--- config.mk ---
export PLATFORM = sky130hd
export DESIGN_NAME = mult_seq
export DESIGN_NICKNAME = d
export VERILOG_FILES = /design/src/rtl/mult_seq.sv
export SDC_FILE = /design/constraint.sdc
export NUM_CORES = 1
export LEC_CHECK = 0
export CORE_MARGIN = 2
export CORE_UTILIZATION = 60
export CTS_CLUSTER_DIAMETER = 50
export DETAILED_ROUTE_END_ITERATION = 8
export GPL_TIMING_DRIVEN = 0
export PLACE_DENSITY_LB_ADDON = 0.05
export REMOVE_ABC_BUFFERS = 1
export SYNTH_ARGS = -nofsm -noshare
export SYNTH_HDL_FRONTEND = slang
export SYNTH_SLANG_ARGS = --single-unit
--- constraint.sdc ---
create_clock -name clk -period 9.5 [get_ports clk]
set_clock_uncertainty 0.2 [all_clocks]
set_input_delay 0.95 -clock clk [delete_from_list [all_inputs] [get_ports clk]]
set_output_delay 0.95 -clock clk [all_outputs]
set_load 0.01 [all_outputs]
--- src/rtl/mult_seq.sv ---
// Sequential shift-add multiplier: one partial-product row per clock, fixed WIDTH-cycle latency,
// run-time signed/unsigned mode via sign-magnitude conversion and valid/ready on both sides.
module mult_seq #(
  parameter int WIDTH = 8
) (
  input  logic               clk,
  input  logic               rst_n,
  input  logic               in_valid,
  output logic               in_ready,
  input  logic [WIDTH-1:0]   a,
  input  logic [WIDTH-1:0]   b,
  input  logic               signed_mode,
  output logic               out_valid,
  input  logic               out_ready,
  output logic [2*WIDTH-1:0] product,
  output logic               busy
);
  localparam int PW = 2 * WIDTH;
  localparam int CW = $clog2(WIDTH);

  typedef enum logic [1:0] {IDLE, CALC, DONE} state_t;

  state_t          state, state_nxt;
  logic [WIDTH-1:0] a_mag, b_mag;
  logic             neg;
  logic [PW-1:0]    acc, row, sum;
  logic [CW-1:0]    count;
  logic             last, accept;

  always_ff @(posedge clk or negedge rst_n) begin
    if (!rst_n) state <= IDLE;
    else        state <= state_nxt;
  end

  always_comb begin
    state_nxt = state;
    in_ready  = 1'b0;
    out_valid = 1'b0;
    busy      = 1'b0;
    accept    = 1'b0;
    case (state)
      IDLE: begin
        in_ready = 1'b1;
        if (in_valid) begin
          accept    = 1'b1;
          state_nxt = CALC;
        end
      end
      CALC: begin
        busy = 1'b1;
        if (last) state_nxt = DONE;
      end
      DONE: begin
        busy      = 1'b1;
        out_valid = 1'b1;
        if (out_ready) state_nxt = IDLE;
      end
      default: state_nxt = IDLE;
    endcase
  end

  // Row for the current multiplier bit; final row is folded straight into the product.
  assign last = (count == CW'(WIDTH - 1));
  assign row  = b_mag[count] ? (PW'(a_mag) << count) : '0;
  assign sum  = acc + row;

  always_ff @(posedge clk or negedge rst_n) begin
    if (!rst_n) begin
      a_mag   <= '0;
      b_mag   <= '0;
      neg     <= 1'b0;
      acc     <= '0;
      count   <= '0;
      product <= '0;
    end else if (accept) begin
      // -(-2^(W-1)) wraps to 2^(W-1), which is the correct unsigned magnitude.
      if (signed_mode) begin
        a_mag <= a[WIDTH-1] ? -a : a;
        b_mag <= b[WIDTH-1] ? -b : b;
        neg   <= a[WIDTH-1] ^ b[WIDTH-1];
      end else begin
        a_mag <= a;
        b_mag <= b;
        neg   <= 1'b0;
      end
      acc   <= '0;
      count <= '0;
    end else if (state == CALC) begin
      acc <= sum;
      if (last) product <= neg ? -sum : sum;
      else      count   <= count + CW'(1);
    end
  end

endmodule

* Word level (Yosys, flattened, before mapping)
Index checks and enable logic that the tools add are counted.
** Operators by class
- Add/subtract/negate cells :: 5
- Multiply operators :: 0
- Div/mod/pow operators :: 0
- Order comparisons :: 1
- Equal/unequal tests :: 7
- Shift operators :: 1
- Multiplexer cells :: 23
- Bitwise logic cells :: 2
- Reduce and logical (&&, ||, !) cells :: 6
** Operators with widths (number)
- 2-to-1 mux 16 bit :: 4
- 2-to-1 mux 8 bit :: 4
- adder 16 bit :: 1
- negator 16 bit :: 1
- negator 8 bit :: 2
- left shift 8 x 3 -> 16 bit :: 1
- 2-to-1 mux 3 bit :: 3
- 2-to-1 mux 1 bit :: 7
- 2-to-1 mux 2 bit :: 3
- != test 2 bit (second input constant) :: 3
- case mux 2 bit (3 select lines) :: 1
- AND reduction 3 bit :: 2
- less-than comparator 3 x 4 -> 1 bit (second input constant) :: 1
- adder 3 x 1 -> 3 bit (second input constant) :: 1
- binary-select mux 1 bit (select 3 bit) :: 1
- equality test 3 bit (second input constant) :: 1
- equality test 2 x 1 -> 1 bit (second input constant) :: 1
- equality test 2 bit (second input constant) :: 1
- zero test 2 bit :: 1
- != test 2 x 1 -> 1 bit (second input constant) :: 1
- AND reduction 2 bit :: 1
- nonzero test 2 bit :: 1
- OR reduction 2 bit :: 1
- inverter 1 bit :: 1
- XOR 1 bit :: 1
** Word-level totals
- Register bits after elaboration :: 54
- Bits in latches :: 0
- Memory bits (writable) :: 0
- Memory bits (read-only) :: 0
- Bits of input ports :: 21
- Output and inout port bits :: 19
- Logic and storage cells :: 52
- Memories :: 0

* Depth between registers and ports, before layout
Gate-level depths: netlist of the first run.
- Depth in word-level cells :: 6
- Depth in mapped cells :: 18
- Gate-level depth less buffers :: 16

* Worst setup path after synthesis of the first run
Ideal clock, no wire load.
- Path kind :: reg2reg
- Start :: reg count[0]
- End :: reg product[15]
- Library setup time :: 0.132 ns
- Arrival time :: 3.931 ns
- Required time :: 9.168 ns
- Slack :: 5.237 ns
- Cell stages (with the launch flop) :: 16
- Buffers on the path :: 2
- Clock period less this slack :: 4.263 ns
- Cells stage by stage :: dfrtp_1 -> clkbuf_1 -> mux4_2 -> nand2_1 -> and2_1 -> clkbuf_1 -> nor2_1 -> ha_1 -> inv_2 -> o31a_2 -> o31a_1 -> xnor2_1 -> or4_4 -> o41ai_2 -> xnor2_1 -> o21ai_1
** On the way
- Cells in the longest elaborated chain, start to end :: 6
- Elaborated cells on any way between the ends :: 9
- Classes of those cells :: add/sub: 2; eq/ne: 1; shift: 1; mux: 4; reduce/logical: 1
** Ends and longest elaborated chain
- from (decl) :: RTL line 27 : logic [CW-1:0] count;
- from (signal assigned) :: RTL line 91 : else count <= count + CW'(1);
- binary-select mux 1 bit (select 3 bit) :: RTL line 64 : assign row = b_mag[count] ? (PW'(a_mag) << count) : '0;
- 2-to-1 mux 1 bit (implied by the code) :: RTL line 64
- 2-to-1 mux 16 bit :: RTL line 64
- adder 16 bit :: RTL line 65 : assign sum = acc + row;
- negator 16 bit :: RTL line 90 : if (last) product <= neg ? -sum : sum;
- 2-to-1 mux 16 bit :: RTL line 90
- to (signal assigned) :: RTL line 90
- to (decl) :: RTL line 15 : output logic [2*WIDTH-1:0] product,
Several ways; a longest one is shown, not always the timed one. The select of a mux whose other input is x is not followed.
A chain may end at the register's enable or synchronous reset.

* Final worst setup path of the first run
Same ends and word-level chain as after synthesis.

==> impl_metrics.toml, run 1 <==
[run_status]
status = "finished, final reports clean"

[synthesis]
synth_common_cells = "66 x nand2_1, 57 x nor2_1, 54 x dfrtp_1"
yosys.area.top_type_share_pct = 36.0
syn_area_per_cell_um2 = 8.51
synth-edff-count = 0
synth-main-ff-cell = "dfrtp_1"
yosys_warnings = 0
synth.yosys.seq_area_share_pct = 36.0
ys_types = 50
synthTopCellsByArea = "dfrtp_1 36%, ha_1 7.7%, nand2_1 6.6%"
synth.ff_latch_count = 54
synth_area_leader_cell = "dfrtp_1"
netlist_area_mm2 = 0.00375
postSynth.asyncResetShare_pct = 100
syn_inst = 441
synth.most_common_cell = "nand2_1"

[place]
port_buffers = 39
dp_hpwl_mm = 5.55
gp_congestion = 0.819
dpl_cell_area_mm2 = 0.00419
place_ws_ns = 4.76

[routing]
antenna_left = 0
vias = 3048
wl_mm = 7.19
firstDrtPassIters = 4
drtIter0Drc = 148
drc = 0
vias_per_cell = 5.58
avgRoutedWirePerCell_um = 13.2

[timing]
holdWs_ns = 0.283
rsz0062_at_grt = "no"
slew_viol_final = 0
hold_viol = 0
tns_ns = 0
period_needed_ns = 4.77
slew_headroom_pct = 12.0
worst_slack_ns = 4.73
fin_crit_sh_pct = 50.2
setup-violations-final = 0
tightest_slew_ns = 1.32
timing.fmax_mhz = 210

[worst_setup_path]
r2r-end = "product[15]"
path_cells = "mux4_2, nand2_1, and2_1, a21oi_1, ha_1, o21ai_0, o31a_2, o31a_1, xnor2_1, or4_4, o41ai_2, xnor2_1, o21ai_1"
r2r_setup_slack_ns = 4.73
rr_worst_depth = 13
crit_path_max_incr_delay_ns = 0.73
startpoint_type = "flop"
worstReg2RegStart = "count[0]"
path_class = "reg2reg"
timing.critical_path.mode_cell = "xnor2_1"
slowest_stage = "dfrtp_1"
crit_buf_inv = 0
cp_top_family = "compound AO/OA/AOI/OAI gates"
end_kind = "flop"
cp_data_required_time_ns = 9.47
cp.arrival_ns = 4.74
critPathMaxFanout = 18

[global_routing]
grtUsageTotal_pct = 21.8
grt_pass1_wl_mm = 12.7
grt_overflow_total = 0
antenna_found_initial = 0
grt_max_degree = 33
grt_pass1_vias = 2874

[clock_network]
cts_buffers = 5
cts.sinks = 54
htreeDepth = 2
post_cts_buffers = 0
cts.hold.buffers_added = 0
clk_latency_ns = 0.32
clk_pin_slew_worst_paths_ns = 0.10
cts_tree = "built"
cts_buffer_depth = 2
root_buffer = "clkbuf_8"
ctsResizeCount = 0

[job]
drv_cap = 0

[power]
swShare_pct = 44.4
leakagePower_nw = 1.99
power_frac_seq_pct = 29.0
pwr-share-comb_pct = 59.8
intPower_uw = 779
p_clk_share_pct = 11.2
power.switching_uw = 622
peakVddDrop_uv = 185
power_density_mw_per_mm2 = 326

[layout]
drive_above_1_share_pct = 5.73
num-fill-cells = 475
regArea_mm2 = 0.00135
diodes = 0
multi_input_comb_area_mm2 = 0.00227
areaGrowthSynthToFinish_pct = 14.4
fin_area_mm2 = 0.00430
fin_nets = 515

[floorplanning]
die_area_mm2 = 0.00691
core_area_mm2 = 0.00599
fp.dieW_um = 83.1
num_rows = 28
die_h_um = 83.1
io_pins = 40
start_util_pct = 62.7

[hold_path]
whs_path_depth = 2
hp-class = "reg2reg"
hold_start = "product[13]"
holdPathEnd = "product[13]"
area by class of cell:
cell class / instances / share of cell area, %
multi-input cells: 351 / 52.8
clock inverters: 3 / 0.932
clock buffers: 5 / 1.60
repair buffers: 40 / 9.44
well taps: 75 / 2.18
inverters: 18 / 1.57
flip-flops and latches: 54 / 31.5
sequential cells by signal (all words and copies together), names as in the netlist:
signal	flops
acc	16
product	16
b_mag	8
state	2
a_mag	8
count	3
neg	1
how the worst max path moves through the flow:
stage,from,endpoint,cells after the start
after floorplan,count[0],product[15],13
after global placement,count[0],product[15],13
after detailed placement,count[0],product[15],13
after CTS,count[0],product[15],13
after global routing,count[0],product[15],13
final,count[0],product[15],13
metrics by stage:
step	total power, mW	cells	util [%]
2_1_floorplan	1.02	423	-
3_3_place_gp	1.23	537	69.6
3_5_place_dp	1.25	538	69.9
4_1_cts	1.41	546	71.7
5_1_grt	1.53	546	71.7
6_report	1.40	546	71.7
layer usage:
metal	wire, µm	GRT usage (%)
met1	3210	26.4
met2	3570	39.7
met3	313	3.88
met4	93	6.11
met5	0	0
worst register-to-register path, stage by stage, from the launching register on:
cell and delay (ns):
dfrtp_1 0.73, mux4_2 0.58, nand2_1 0.17, and2_1 0.28
a21oi_1 0.09, ha_1 0.40, o21ai_0 0.12, o31a_2 0.33
o31a_1 0.30, xnor2_1 0.24, or4_4 0.60, o41ai_2 0.34
xnor2_1 0.17, o21ai_1 0.07
cell families (layout without fill, tap and decap cells):
logic type	Yosys count	in the layout	share of synthesized area [%]
mux	27	27	7.96
fa+ha+maj	24	24	8.20
compound gates	97	97	15.6
buf+inv	36	66	3.60
xor+xnor	40	40	9.73
flops	54	54	36.0
simple gates	163	163	18.9
power by group through the flow:
stage	Clock, mW	Combinational, mW	Sequential (mW)
after floorplan	0	0.612	0.410
after CTS	0.158	0.840	0.408
after global routing	0.166	0.936	0.425
final	0.156	0.838	0.406
after detailed placement	0	0.838	0.413
after global placement	0	0.818	0.408
cell usage in the layout (no fill, tap or decap), types with 5 or more instances in the layout:
master           instances
a21o_1                   6
xnor2_1                 24
dfrtp_1                 54
nor2_1                  57
a211oi_1                 5
clkbuf_8                 5
clkdlybuf4s50_1         38
inv_1                   17
o21ai_0                 38
mux2i_1                 22
nand2_1                 66
xor2_1                  14
nand3_1                 12
ha_1                    23
o21ai_1                  5
nor3_1                   7
a21oi_1                 21
a31oi_1                  5
(Power assumes the default switching activity.)
==> inputs of run 2 (changes only) <==
Settings changed: CORE_UTILIZATION 60 to 57.
Clock period 9.5 ns to 4.8 ns, I/O delays scaled along.
==> run 2 against run 1 <==
- setup slack got worse by 4.5 ns
- total power is 93% higher
- via count shrank 0.13%
- clock power grew 54%
- register-to-register slack got worse by 4.5 ns
- count of clock-buffer cells in the layout increased by 2
- combinational power increased by 98%
- worst hold slack worse by 0.0023 ns
- final cell count grew 0.37%
- sequential cell count did not move
- non-clock buffer count is 1 higher
- highest routed layer unchanged
==> impl_metrics.toml, run 2 (synthesis results as in run 1) <==
[job]
drv_cap = 0

[layout]
drive_above_1_share_pct = 5.31
areaGrowthSynthToFinish_pct = 13.9
num-fill-cells = 571
mostFrequentLayoutCells = "66 x nand2_1, 57 x nor2_1, 53 x dfrtp_1"
instances_no_fill = 548
final_common_cell = "nand2_1"
fin_area_mm2 = 0.00428
utilization_pct = 67.3
diodes = 0
reg_top3 = "acc x16, product x16"
fin_nets = 516

[floorplanning]
core_area_mm2 = 0.00635
io_pins = 40
start_util_pct = 59.1
fp.dieW_um = 85.2
die_area_mm2 = 0.00725
die_h_um = 85.2
num_rows = 29

[power]
leakagePower_nw = 1.97
power_density_mw_per_mm2 = 633
power_mw = 2.71
peakVddDrop_uv = 382

[clock_network]
cts.sinks = 54
htreeDepth = 2
clk_pin_slew_worst_paths_ns = 0.09
clk_latency_ns = 0.30
root_buffer = "clkbuf_8"
cts_buffers = 5
cts_buffer_depth = 2
cts_tree = "built"

[timing]
timing.fmax_mhz = 220
tns_ns = 0
worst_slack_ns = 0.251
period_needed_ns = 4.55
tightest_slew_ns = 1.37
rsz0062_at_grt = "no"
slew_headroom_pct = 8.68
fin_crit_sh_pct = 94.8
hold_viol = 0
setup-violations-final = 0
holdWs_ns = 0.281
slew_viol_final = 0

[global_routing]
grt_overflow_total = 0
grt_pass1_vias = 2935
grtUsageTotal_pct = 21.4
antenna_found_initial = 0
grt_pass1_wl_mm = 12.8
grt_max_degree = 33

[place]
place_ws_ns = 0.0864
gp_congestion = 0.857
dp_hpwl_mm = 5.66
dp.cells = 540
dpl_cell_area_mm2 = 0.00419
port_buffers = 39

[worst_setup_path]
critPathMaxFanout = 18
cp.arrival_ns = 4.50
end_kind = "flop"
cp_data_required_time_ns = 4.75
path_class = "reg2reg"
startpoint_type = "flop"

[routing]
drc = 0
avgRoutedWirePerCell_um = 13.2
drtIter0Drc = 157
firstDrtPassIters = 4
vias = 3044
antenna_left = 0
vias_per_cell = 5.55
wl_mm = 7.22

[run_status]
status = "finished, final reports clean"

[hold_path]
hp-class = "reg2reg"
-- run 2: worst paths after layout --
| path | start | to | slack, ns | depth (start not counted) |
|---|---|---|---|---|
| max in group asynchronous | rst_n | count[0] | 3.34 | 3 |
| setup reg to reg | count[0] | product[15] | 0.25 | 13 |
| setup / recovery | count[0] | product[15] | 0.25 | 13 |
| min in group asynchronous | rst_n | product[2] | 0.49 | 2 |
| hold / removal | b_mag[6] | b_mag[6] | 0.28 | 2 |
| hold reg to reg | b_mag[6] | b_mag[6] | 0.28 | 2 |
-- run 2: repair_timing --
item | in CTS | in global routing
hold buffers | 1 | 0
hold endpoints to repair | 23 | 0
endpoints found under the setup margin | 0 | 5
setup buffers | 0 | 0
resized for setup | 0 | 1
-- run 2: metal layers --
layer / track usage (%) / vias to the layer above / wire length [µm] / share of wire (%)
met2: 37.9 / 77 / 3520 / 49
met1: 26.8 / 1379 / 3250 / 45
met3: 3.11 / 13 / 339 / 4.7
li1: - / 1575 / - / -
met4: 7.22 / 0 / 114 / 1.6
met5: 0 / - / 0 / 0
-- run 2: worst max-delay path, stage by stage (launching register included) --
cell	delay [ns]
dfrtp_2	0.58
mux4_2	0.55
nand2_1	0.17
and2_1	0.28
a21oi_1	0.09
ha_1	0.40
o21ai_0	0.15
o31a_2	0.34
o31a_1	0.30
xnor2_1	0.22
or4_4	0.59
o41ai_2	0.28
xnor2_1	0.17
o21ai_1	0.07
-- run 2: final cells by class --
| class | count | area [µm²] | share of cell area, % |
|---|---|---|---|
| repair buffers | 41 | 415 | 9.71 |
| inverters | 18 | 67.6 | 1.58 |
| clock buffers | 7 | 76.3 | 1.78 |
| well taps | 77 | 96.3 | 2.25 |
| flip-flops and latches | 54 | 1350 | 31.6 |
| multi-input cells | 351 | 2270 | 53.0 |
-- run 2: power breakdown --
group / internal, mW / total, mW / switching (mW)
Sequential: 0.641 / 0.805 / 0.164
Clock: 0.101 / 0.240 / 0.139
Combinational: 0.751 / 1.66 / 0.909
Total: 1.49 / 2.71 / 1.21
==> inputs of run 3 (changes only) <==
Settings changed: ABC_CLOCK_PERIOD_IN_PS set to 4800.
==> results of run 3 <==
Same layout as run 2: the final DEF is identical, and so are final timing and power.
